`src/rtl/pool2x2_window.sv`:
```
// rtl/pool2x2_window.sv - 2x2 stride-2 pooling window gatherer with one-row line buffer
module pool2x2_window #(
    parameter int DW    = 8,
    parameter int IMG_W = 8,
    parameter int IMG_H = 8
) (
    input  logic          clk,
    input  logic          rst_n,
    input  logic          clr,
    input  logic          in_valid,
    output logic          in_ready,
    input  logic [DW-1:0] in_data,
    output logic          out_valid,
    input  logic          out_ready,
    output logic [DW-1:0] conv0,
    output logic [DW-1:0] conv1,
    output logic [DW-1:0] conv2,
    output logic [DW-1:0] conv3,
    output logic          frame_done
);

    localparam int CW = (IMG_W > 1) ? $clog2(IMG_W) : 1;
    localparam int RW = (IMG_H > 1) ? $clog2(IMG_H) : 1;

    logic [CW-1:0] col;
    logic [RW-1:0] row;
    logic [DW-1:0] held;
    logic [DW-1:0] rowbuf [IMG_W];
    logic          out_last;

    logic          accept;
    logic          consume;
    logic          complete;
    logic          col_last;
    logic          row_last;
    logic [CW-1:0] col_left;

    // Single output register: a new beat is taken whenever that register is free or draining.
    // clr forces ready high but the beat is discarded.
    assign in_ready = clr | ~out_valid | out_ready;
    assign accept   = in_valid & in_ready & ~clr;
    assign consume  = out_valid & out_ready;
    assign col_last = (col == CW'(IMG_W - 1));
    assign row_last = (row == RW'(IMG_H - 1));
    // Window completes on an odd column, so its left partner is the column with bit 0 cleared.
    assign complete = accept & row[0] & col[0];
    assign col_left = col ^ CW'(1);

    // Raster position counters, restarted by reset or clr.
    always_ff @(posedge clk or negedge rst_n) begin
        if (!rst_n) begin
            col <= '0;
            row <= '0;
        end else if (clr) begin
            col <= '0;
            row <= '0;
        end else if (accept) begin
            if (col_last) begin
                col <= '0;
                row <= row_last ? '0 : row + RW'(1);
            end else begin
                col <= col + CW'(1);
            end
        end
    end

    // Even rows fill the line buffer; it is always rewritten before being read.
    always_ff @(posedge clk) begin
        if (accept && !row[0]) begin
            rowbuf[col] <= in_data;
        end
    end

    // Bottom-left pixel of the current window, held until its right neighbour arrives.
    always_ff @(posedge clk or negedge rst_n) begin
        if (!rst_n) begin
            held <= '0;
        end else if (clr) begin
            held <= '0;
        end else if (accept && row[0] && !col[0]) begin
            held <= in_data;
        end
    end

    // Output window register: loads on a completing beat, empties on consume.
    always_ff @(posedge clk or negedge rst_n) begin
        if (!rst_n) begin
            out_valid <= 1'b0;
            out_last  <= 1'b0;
            conv0     <= '0;
            conv1     <= '0;
            conv2     <= '0;
            conv3     <= '0;
        end else if (clr) begin
            out_valid <= 1'b0;
            out_last  <= 1'b0;
        end else if (complete) begin
            out_valid <= 1'b1;
            out_last  <= row_last & col_last;
            conv0     <= rowbuf[col_left];
            conv1     <= rowbuf[col];
            conv2     <= held;
            conv3     <= in_data;
        end else if (consume) begin
            out_valid <= 1'b0;
            out_last  <= 1'b0;
        end
    end

    // One-cycle pulse after the final window of a frame leaves the block.
    always_ff @(posedge clk or negedge rst_n) begin
        if (!rst_n) begin
            frame_done <= 1'b0;
        end else if (clr) begin
            frame_done <= 1'b0;
        end else begin
            frame_done <= consume & out_last;
        end
    end

endmodule

```
`config.mk`:
```
export PLATFORM = sky130hd
export DESIGN_NAME = pool2x2_window
export DESIGN_NICKNAME = d
export VERILOG_FILES = /design/src/rtl/pool2x2_window.sv
export SDC_FILE = /design/constraint.sdc
export NUM_CORES = 1
export LEC_CHECK = 0
export ABC_AREA = 1
export CAP_MARGIN = 0
export CORE_ASPECT_RATIO = 1.75
export CORE_MARGIN = 2
export CORE_UTILIZATION = 57
export DETAILED_ROUTE_END_ITERATION = 10
export HOLD_SLACK_MARGIN = 0.02
export PLACE_DENSITY = 0.9
export SLEW_MARGIN = 20
export SYNTH_ARGS = -nofsm -noshare
export SYNTH_HDL_FRONTEND = slang
export SYNTH_SLANG_ARGS = --single-unit
```
`constraint.sdc`:
```
create_clock -name clk -period 2.25 [get_ports clk]
set_input_delay 0.5625 -clock clk [delete_from_list [all_inputs] [get_ports clk]]
set_output_delay 0.5625 -clock clk [all_outputs]
set_load 0.02 [all_outputs]
```
# Word-level counts from Yosys, hierarchy flattened
# Memory sizes are Yosys's and may differ from the RTL's. A register that Yosys moved wholly into a read port is not among the register bits.
# Cells that the tools add are included.
# W data, S select, Z words.
[op_classes]
muxes = 17
bitwise = 12
eq_ne = 2
n_reduce_logical = 13
n_addsub = 2
[op_table]
columns = ["operator", "n"]
rows = [
  ["$mux W3", 7],
  ["$mux W8", 2],
  ["$mux W1", 8],
  ["$and A1 B1 Y1", 7],
  ["$add A3 B1 Y3 const B", 2],
  ["$eq A3 B3 Y1 const B", 2],
  ["$reduce_bool A2 Y1", 3],
  ["$logic_not A1 Y1", 4],
  ["$reduce_and A2 Y1", 2],
  ["$logic_and A1 B1 Y1", 3],
  ["$not A1 Y1", 3],
  ["$reduce_bool A3 Y1", 1],
  ["$or A1 B1 Y1", 2],
]
[totals]
mem_bits_rw = 64
in_bits = 13
ff_bits = 33
mem_count = 1
elab_cells = 55
out_inout_bits = 35
[mem_list]
columns = ["memory", "depth", "width", "rd", "rd_clocked_by_memory_dff", "wr", "line_no", "source"]
rows = [
  ["rowbuf", 8, 8, 2, 2, 1, "28", "logic [DW-1:0] rowbuf [IMG_W];"],
]

# Logic depth before layout (Yosys ltp)
# Gate-level depths: netlist of the first run.
[depth]
word_depth = 9
mapped_depth = 9
mapped_depth_nobuf = 7

# Worst setup path before layout of the first run
# Ideal clock, no wire load.
[synth_path]
kind = "register -> register"
from = "register col[1]"
to = "memory rowbuf[0][0], enable pin"
t_arrival_ns = 1.352
setup_ns = 0.370
path_slack_ns = 0.528
path_buffers = 1
period_less_slack_ns = 1.722
t_required_ns = 1.880
path_stages_with_launch = 5
cell_sequence = "dfrtp_1 -> nor2_2 -> buf_2 -> inv_1 -> nor2_1"
[synth_lines]
columns = ["element", "line_no", "source"]
rows = [
  ["from (decl)", "25", "logic [CW-1:0] col;"],
  ["from (signal assigned)", "62", "col <= col + CW'(1);"],
  ["to (decl)", "28", ""],
]
# Straight into the memory's write port.

# Worst setup path after layout of the first run
[layout_path]
from = "input clr"
to = "output in_ready"
[layout_between]
elab_chain_len = 2
[layout_lines]
columns = ["element", "line_no", "source"]
rows = [
  ["from (decl)", "9", "input logic clr,"],
  ["$or A1 B1 Y1 (2 in a row)", "40", "assign in_ready = clr | ~out_valid | out_ready;"],
  ["to (decl)", "11", "output logic in_ready,"],
]
# Every way passes these cells.

==> results of run 1 <==
==> logic make-up after synthesis <==
logic type,synth area share [%]
compound gates,2.29
fa+ha+maj,0.946
buf+inv,8.37
flops,59.5
simple gates,28.9
==> worst min-delay path, cell delays in order (launching register included) <==
cell and delay (ps):
dfrtp_1 340, nand2_1 50, nand2_1 50
==> per-stage QoR <==
stage | util, % | TNS (ps)
2_1_floorplan | - | 0
5_1_grt | 73.1 | 0
6_report | 73.1 | 0
3_5_place_dp | 65.8 | -2120
4_1_cts | 73.1 | 0
3_3_place_gp | 65.8 | -539
==> timing repair <==
item | CTS | global route
hold endpoints to repair | 8 | 0
hold buffers | 1 | 0
gates resized for setup | 1 | 0
setup endpoints to repair | 1 | 0
==> synthesized netlist by cell type, types with 3 or more instances <==
cell / n
nand2_1: 271
o21ai_0: 6
dfrtp_1: 49
buf_4: 7
buf_2: 16
nor2_1: 12
inv_2: 6
inv_1: 68
edfxtp_1: 64
o21ai_1: 16
nand3_1: 80
nor2_4: 3
ha_1: 4
==> layer usage <==
metal / part of all wire, % / up-vias / wire length (um)
li1: - / 2067 / -
met1: 32 / 2156 / 4610
met2: 53 / 343 / 7490
met3: 8.7 / 83 / 1230
met4: 6.3 / 0 / 895
met5: 0 / - / 0
==> layout by cell type, fill, tap and decap left out, types with 6 or more instances in the layout <==
| cell | instances |
|---|---|
| nand2_1 | 271 |
| nand3_1 | 80 |
| inv_1 | 68 |
| edfxtp_1 | 64 |
| dfrtp_1 | 48 |
| clkdlybuf4s50_1 | 45 |
| buf_4 | 24 |
| clkbuf_16 | 17 |
| o21ai_1 | 16 |
| nor2_1 | 12 |
| inv_2 | 6 |
| o21ai_0 | 6 |
| bufinv_16 | 6 |
==> registers in the layout, indices dropped and copies added, names as in the netlist <==
signal	cells
col	3
conv0	8
conv1	8
conv2	8
conv3	8
frame_done	1
held	8
out_last	1
out_valid	1
row	3
rowbuf	64
==> path summary, 6_finish.rpt <==
check | startpoint | endpoint | depth (start not counted)
setup / recovery | clr | in_ready | 4
hold / removal | conv0[1]$_DFFE_PN0P_ | conv0[1]$_DFFE_PN0P_ | 2
setup reg to reg | col[1]$_DFFE_PN0P_ | rowbuf[2][5]$_DFFE_PP_ | 5
hold reg to reg | conv0[1]$_DFFE_PN0P_ | conv0[1]$_DFFE_PN0P_ | 2
max in group asynchronous | rst_n | held[1]$_DFFE_PN0P_ | 3
min in group asynchronous | rst_n | conv3[6]$_DFFE_PN0P_ | 2
==> final cells by class <==
class	count	area, um2
inverter	75	284
multi-input combinational	398	1700
clock buffer	19	433
clock inverter	13	215
sequential	113	3150
tap	120	150
fill	586	2430
timing repair buffer	73	674
==> power by group through the flow <==
stage / Sequential, mW / Clock [mW] / Combinational [mW]
4_1_cts: 2.47 / 2.96 / 0.986
2_1_floorplan: 2.68 / 0 / 0.336
3_3_place_gp: 2.51 / 0 / 0.925
5_1_grt: 2.50 / 3.06 / 1.06
3_5_place_dp: 2.51 / 0 / 0.967
6_report: 2.47 / 2.95 / 0.987
==> out/qor.txt, run 1 <==
status: completed
Post-synth EDFFs: 64
FF+latch count, synth: 113
syn nets: 629
Arr. time, crit path: 1550 ps
Hold Violations, Final: 0
crit path kind: in -> out
Final WS setup: 139 ps
I/O pin count: 48
CP top delay family: buffers and inverters
via count: 4649
H-tree levels: 4
DR iter-0 viols: 472
worst reg2reg setup slack: 390 ps
die area: 10100 um2
P&R area growth vs syn: 24.9%
Nets: 695
largest net degree at the start of global routing: 65
Avg WL per Cell: 17.6 um
register share of total power: 38.6%
post-synth cell types: 21
Synth Area per Inst: 8.64 um2
CP startpoint kind: primary input
Yosys warnings: 0
cts bufs inserted: 17
first-pass GRT wire length: 22800 um
area leader, netlist: edfxtp_1
Final ANT Viol Nets: 0
drt first pass iters: 6
Non-Filler Instances: 811
All-Layer GR Usage: 29.7%
Net Sw Frac: 24.6%
Slowest-stage cell, CP: clkdlybuf4s50_1
Mapped Area: 5290 um2
global routing met2 resource utilization: 52.0%
synthesized netlist cell count: 612
port bufs: 47
Pwr Total: 6.41 mW
Hold Crit Class: reg -> reg
register area share after synthesis: 59.5%
row cnt: 46
P_sw: 1.58 mW
Routed WL: 14200 um
top cells by area, synth: edfxtp_1, dfrtp_1, nand2_1
# clock sinks: 113
CTS Buffer Depth: 2
crit-path max cell delay: 510 ps
share of layout cells above drive strength 1: 9.70%
fin crit share: 93.8%
met1 Resource Use GR: 29.9%
Worst-path clk slew: 50 ps
Final Cell Area: 6610 um2
fmax: 0.474 GHz
final setup fails: 0
Combinational Power Share: 15.4%
CORE AREA: 9040 um2
Tmin final: 2110 ps
Max rail drop VDD: 1.02 mV
Root Buffer: clkbuf_16
clk_lat worst skew: 410 ps
grt total ovfl: 0
dpl hpwl: 9040 um
Max-slew headroom: 57.1%
Worst Max-Slew Pin Slew: 644 ps
Post-CTS Repair Setup Buffers: 0
Crit Path Max Fanout: 2
CTS tree: done
Max Slew Vio Count: 0
initial core utilization: 58.5%
Horiz. Die Dim: 76.8 um
CP Capture Type: primary output
DRC: 0
antenna cells: 0
Yosys top cell area share: 36.3%
crit path cell chain: clkdlybuf4s50_1, inv_2, nand3_1, dlygate4sd2_1
LEAKAGE: 3.23 nW
vias per std cell: 5.73
Buf+Inv Stages, Crit Path: 3
Worst EP required: 1690 ps
pre-CTS setup slack: -118 ps
vias in the first global route: 4745
Clock power frac: 46.1%
top_reg_cell synth: edfxtp_1
ys async rst share: 43.4%
Die H: 131 um
dpl cells: 778
RSZ-0062 raised after global routing: no
Int Power: 4.83 mW
Layout Skew: 7.98 ps
GRT Max-Usage Layer: met2
maxcap violations: 0
Area after DPL: 5950 um2
Power Dens Cells: 971 nW/um2
routing usage on met3: 7.42%
GP Congestion: 0.843
Hold Worst Slack: 478 ps
initial antenna violation count: 0
(Power assumes the default switching activity.)
==> run 2: changes to the inputs <==
--- a/config.mk
+++ b/config.mk
@@ -13,6 +13,7 @@
 export DETAILED_ROUTE_END_ITERATION = 10
 export HOLD_SLACK_MARGIN = 0.02
 export PLACE_DENSITY = 0.9
+export REMOVE_ABC_BUFFERS = 1
 export SLEW_MARGIN = 20
 export SYNTH_ARGS = -nofsm -noshare
 export SYNTH_HDL_FRONTEND = slang
==> out/qor.txt, run 2 (synthesis gave the netlist of run 1 again) <==
grt total ovfl: 0
Avg WL per Cell: 16.6 um
share of layout cells above drive strength 1: 9.58%
status: completed
dpl hpwl: 8540 um
P&R area growth vs syn: 22.7%
GP Congestion: 0.839
Hold Violations, Final: 0
I/O pin count: 48
vias in the first global route: 4410
Hold Crit Class: in -> async
vias per std cell: 5.57
CP startpoint kind: primary input
cts bufs inserted: 17
Tmin final: 2130 ps
Largest Register: rowbuf
Max Slew Vio Count: 0
DRC: 0
CORE AREA: 9040 um2
Root Buffer: clkbuf_16
Post-CTS Repair Setup Buffers: 0
worst reg-to-reg path cell count: 6
Pwr Total: 5.89 mW
die area: 10100 um2
drt first pass iters: 7
fmax: 0.469 GHz
Slowest-stage cell, CP: clkdlybuf4s50_1
H-tree levels: 4
DR iter-0 viols: 533
Area after DPL: 5960 um2
row cnt: 46
most frequent cells in the layout: nand2_1, nand3_1, inv_1
first-pass GRT wire length: 21500 um
Horiz. Die Dim: 76.8 um
LEAKAGE: 3.19 nW
Crit Path Max Fanout: 2
crit path cell chain: clkdlybuf4s50_1, inv_1, nand3_1, dlygate4sd2_1
worst r2r src: col[0]$_DFFE_PN0P_
commonest non-fill, non-tap cell in the layout: nand2_1
crit path from: out_ready
All-Layer GR Usage: 27.8%
Worst Max-Slew Pin Slew: 651 ps
Routed WL: 13400 um
crit path kind: in -> out
Nets: 694
CP top delay family: buffers and inverters
Die H: 131 um
Non-Filler Instances: 809
Power Dens Cells: 908 nW/um2
Worst EP required: 1690 ps
maxcap violations: 0
Max-slew headroom: 56.6%
max reg flops: 64
clk_lat worst skew: 420 ps
final setup fails: 0
antenna cells: 0
CTS tree: done
# clock sinks: 113
fin crit share: 94.7%
fillers: 630
Final Cell Area: 6490 um2
crit-path max cell delay: 490 ps
largest net degree at the start of global routing: 67
CTS Buffer Depth: 2
dpl cells: 778
Buf+Inv Stages, Crit Path: 3
Arr. time, crit path: 1570 ps
CP Capture Type: primary output
Max rail drop VDD: 0.605 mV
Worst-path clk slew: 50 ps
Reg2Reg Capture Point: conv0[6]$_DFFE_PN0P_
initial core utilization: 58.5%
Layout Skew: 11.1 ps
initial antenna violation count: 0
Final ANT Viol Nets: 0
via count: 4510
port bufs: 47
RSZ-0062 raised after global routing: no
worst reg2reg setup slack: 470 ps
==> run 2: cell count changes in the layout (fill, tap and decap cells not counted) <==
| cell | delta |
|---|---|
| buf_12 | +1 |
| buf_4 | -1 |
| bufinv_16 | -5 |
| clkbuf_1 | +2 |
| clkbuf_8 | +2 |
| clkinv_1 | -2 |
| clkinv_2 | +4 |
| clkinvlp_4 | -2 |
| dlygate4sd3_1 | -1 |
==> run 2: layout make-up <==
cell class | instances | area, um2 | share of cell area, %
timing repair buffer | 72 | 677 | 10.4
clock buffer | 23 | 468 | 7.21
multi-input combinational | 398 | 1700 | 26.2
clock inverter | 8 | 62.6 | 0.964
sequential | 113 | 3150 | 48.5
inverter | 75 | 284 | 4.38
tap | 120 | 150 | 2.31
==> run 2: how the worst max path moves through the flow <==
| stage | end | cells after the start |
|---|---|---|
| floorplan | out_last$_DFFE_PN0P_ | 4 |
| global placement | in_ready | 4 |
| detailed placement | in_ready | 4 |
| CTS | in_ready | 4 |
| global route | in_ready | 4 |
| finish | in_ready | 4 |
==> run 2: repair_timing <==
item,4_1_cts,5_1_grt
setup endpoints to repair,1,0
gates resized for setup,1,0
hold buffers,0,0
==> run 2: stage by stage <==
stage	TNS (ps)	util [%]	setup WS, ps	hold slack [ps]
finish	0	71.8	120	126
detailed placement	-1860	66.0	-146	462
CTS	0	71.8	128	143
global placement	-105	66.0	-105	456
global route	0	71.8	91.7	155
floorplan	-30060	-	-410	267
==> run 2: worst reg2reg max path: stages (launching register included) <==
cell and delay (ps):
dfrtp_2 470, buf_4 570, nand2_1 190, nand3_1 140
nand2_1 70, o21ai_1 140, nand2_1 80
==> run 2: power by group <==
group	total [mW]	leakage, nW	switching (mW)	internal (mW)
logic	0.975	1.69	0.564	0.410
clock network	2.44	0.265	0.893	1.55
registers	2.48	1.23	0.103	2.37
total	5.89	3.19	1.56	4.33
==> run 2: per-layer routing <==
layer  vias to the layer above  share of wire [%]  wire [um]  GRT usage (%)
met5                         -                  0          0              0
met4                         0                3.7        499           16.1
met3                        52                7.4        996           6.18
met2                       270                 54       7200           48.6
met1                      2131                 35       4750           30.4
li1                       2057                  -          -              -
==> run 3: changes to the inputs <==
--- a/config.mk
+++ b/config.mk
@@ -13,6 +13,7 @@
 export DETAILED_ROUTE_END_ITERATION = 10
 export HOLD_SLACK_MARGIN = 0.02
 export PLACE_DENSITY = 0.9
+export RECOVER_POWER = 100
 export REMOVE_ABC_BUFFERS = 1
 export SLEW_MARGIN = 20
 export SYNTH_ARGS = -nofsm -noshare
==> out/qor.txt, run 3 (synthesis gave the netlist of run 1 again) <==
final setup fails: 0
Tmin final: 2120 ps
die area: 10100 um2
dpl cells: 778
GP Congestion: 0.839
Hold Violations, Final: 0
Final ANT Viol Nets: 0
cts bufs inserted: 17
antenna cells: 0
Crit Path Max Fanout: 2
first-pass GRT wire length: 21500 um
fmax: 0.471 GHz
CORE AREA: 9040 um2
max reg flops: 64
DR iter-0 viols: 525
Largest Register: rowbuf
most frequent cells in the layout: nand2_1, nand3_1, inv_1
share of layout cells above drive strength 1: 9.00%
H-tree levels: 4
Worst Max-Slew Pin Slew: 1250 ps
Die H: 131 um
Worst-path clk slew: 50 ps
dpl hpwl: 8540 um
Max-slew headroom: 16.6%
Post-CTS Repair Setup Buffers: 0
vias per std cell: 5.53
CTS Buffer Depth: 2
CP startpoint kind: primary input
Hold Crit Class: reg -> reg
commonest non-fill, non-tap cell in the layout: nand2_1
largest net degree at the start of global routing: 67
Routed WL: 13400 um
RSZ-0062 raised after global routing: no
drt first pass iters: 8
port bufs: 47
via count: 4470
CP Capture Type: primary output
Max Slew Vio Count: 0
Layout Skew: 12.4 ps
Max rail drop VDD: 0.575 mV
Root Buffer: clkbuf_16
Pwr Total: 5.82 mW
LEAKAGE: 3.25 nW
initial antenna violation count: 0
vias in the first global route: 4410
clk_lat worst skew: 420 ps
DRC: 0
post-route setup TNS: 0 ps
Horiz. Die Dim: 76.8 um
row cnt: 46
status: completed
CTS tree: done
Power Dens Cells: 904 nW/um2
All-Layer GR Usage: 27.8%
Arr. time, crit path: 1560 ps
Avg WL per Cell: 16.6 um
crit path kind: in -> out
Post-CTS Hold Fix Bufs: 0
fin crit share: 94.3%
Worst EP required: 1690 ps
I/O pin count: 48
Nets: 694
initial core utilization: 58.5%
maxcap violations: 0
# clock sinks: 113
P&R area growth vs syn: 21.7%
grt total ovfl: 0
Hold Worst Slack: 467 ps
Non-Filler Instances: 809
run 3: changes by cell type in the layout (fill, tap and decap cells not counted), sizes merged:
cell           previous run  this run
clkdlybuf4s50            45         3
dlygate4sd3               0        42
clkbuf                   23        36
buf                      26        13
run 3: area by class of cell:
cell class,count,area (um2)
Inverter,75,284
Sequential cell,113,3150
Timing Repair Buffer,72,636
Clock inverter,8,62.6
Tap cell,120,150
Fill cell,645,2600
Multi-Input combinational cell,398,1690
Clock buffer,23,468
run 3: critical path: stages:
cell             delay [ps]
clkdlybuf4s50_1         490
inv_1                    70
nand3_1                 100
dlygate4sd2_1           340
run 3: power by group:
part           internal (mW)  leakage [nW]  switching [mW]  total (mW)
clock network           1.55         0.265           0.894        2.44
registers               2.37          1.23          0.0946        2.47
logic                  0.349          1.75           0.563       0.911
run 3: metal layers:
metal	global-route usage, %	share of wire [%]
met2	48.6	54
met4	16.1	3.5
met5	0	0
met1	30.4	35
met3	6.18	7.3
run 3: final timing paths:
check                                  endpoint  slack, ps  cells past startpoint            startpoint
max in group asynchronous    col[0]$_DFFE_PN0P_        930                      2                 rst_n
max reg2reg                conv0[6]$_DFFE_PN0P_        510                      6    col[0]$_DFFE_PN0P_
min in group asynchronous    col[0]$_DFFE_PN0P_        500                      2                 rst_n
min                        conv3[7]$_DFFE_PN0P_        470                      2  conv3[7]$_DFFE_PN0P_
max                                    in_ready        130                      4             out_ready
min reg2reg                conv3[7]$_DFFE_PN0P_        470                      2  conv3[7]$_DFFE_PN0P_
run 3: through the flow:
stage          instance area [um2]  utilization [%]  setup WS, ps
2_1_floorplan                 5130                -          -410
3_3_place_gp                  5960             66.0          -105
3_5_place_dp                  5960             66.0          -146
4_1_cts                       6490             71.8           128
5_1_grt                       6440             71.3          96.1
6_report                      6440             71.3           128
run 3: what timing repair did:
| action | CTS | global route |
|---|---|---|
| setup endpoints to repair | 1 | 0 |
| hold endpoints to repair | 0 | 0 |
| gates resized for setup | 1 | 0 |
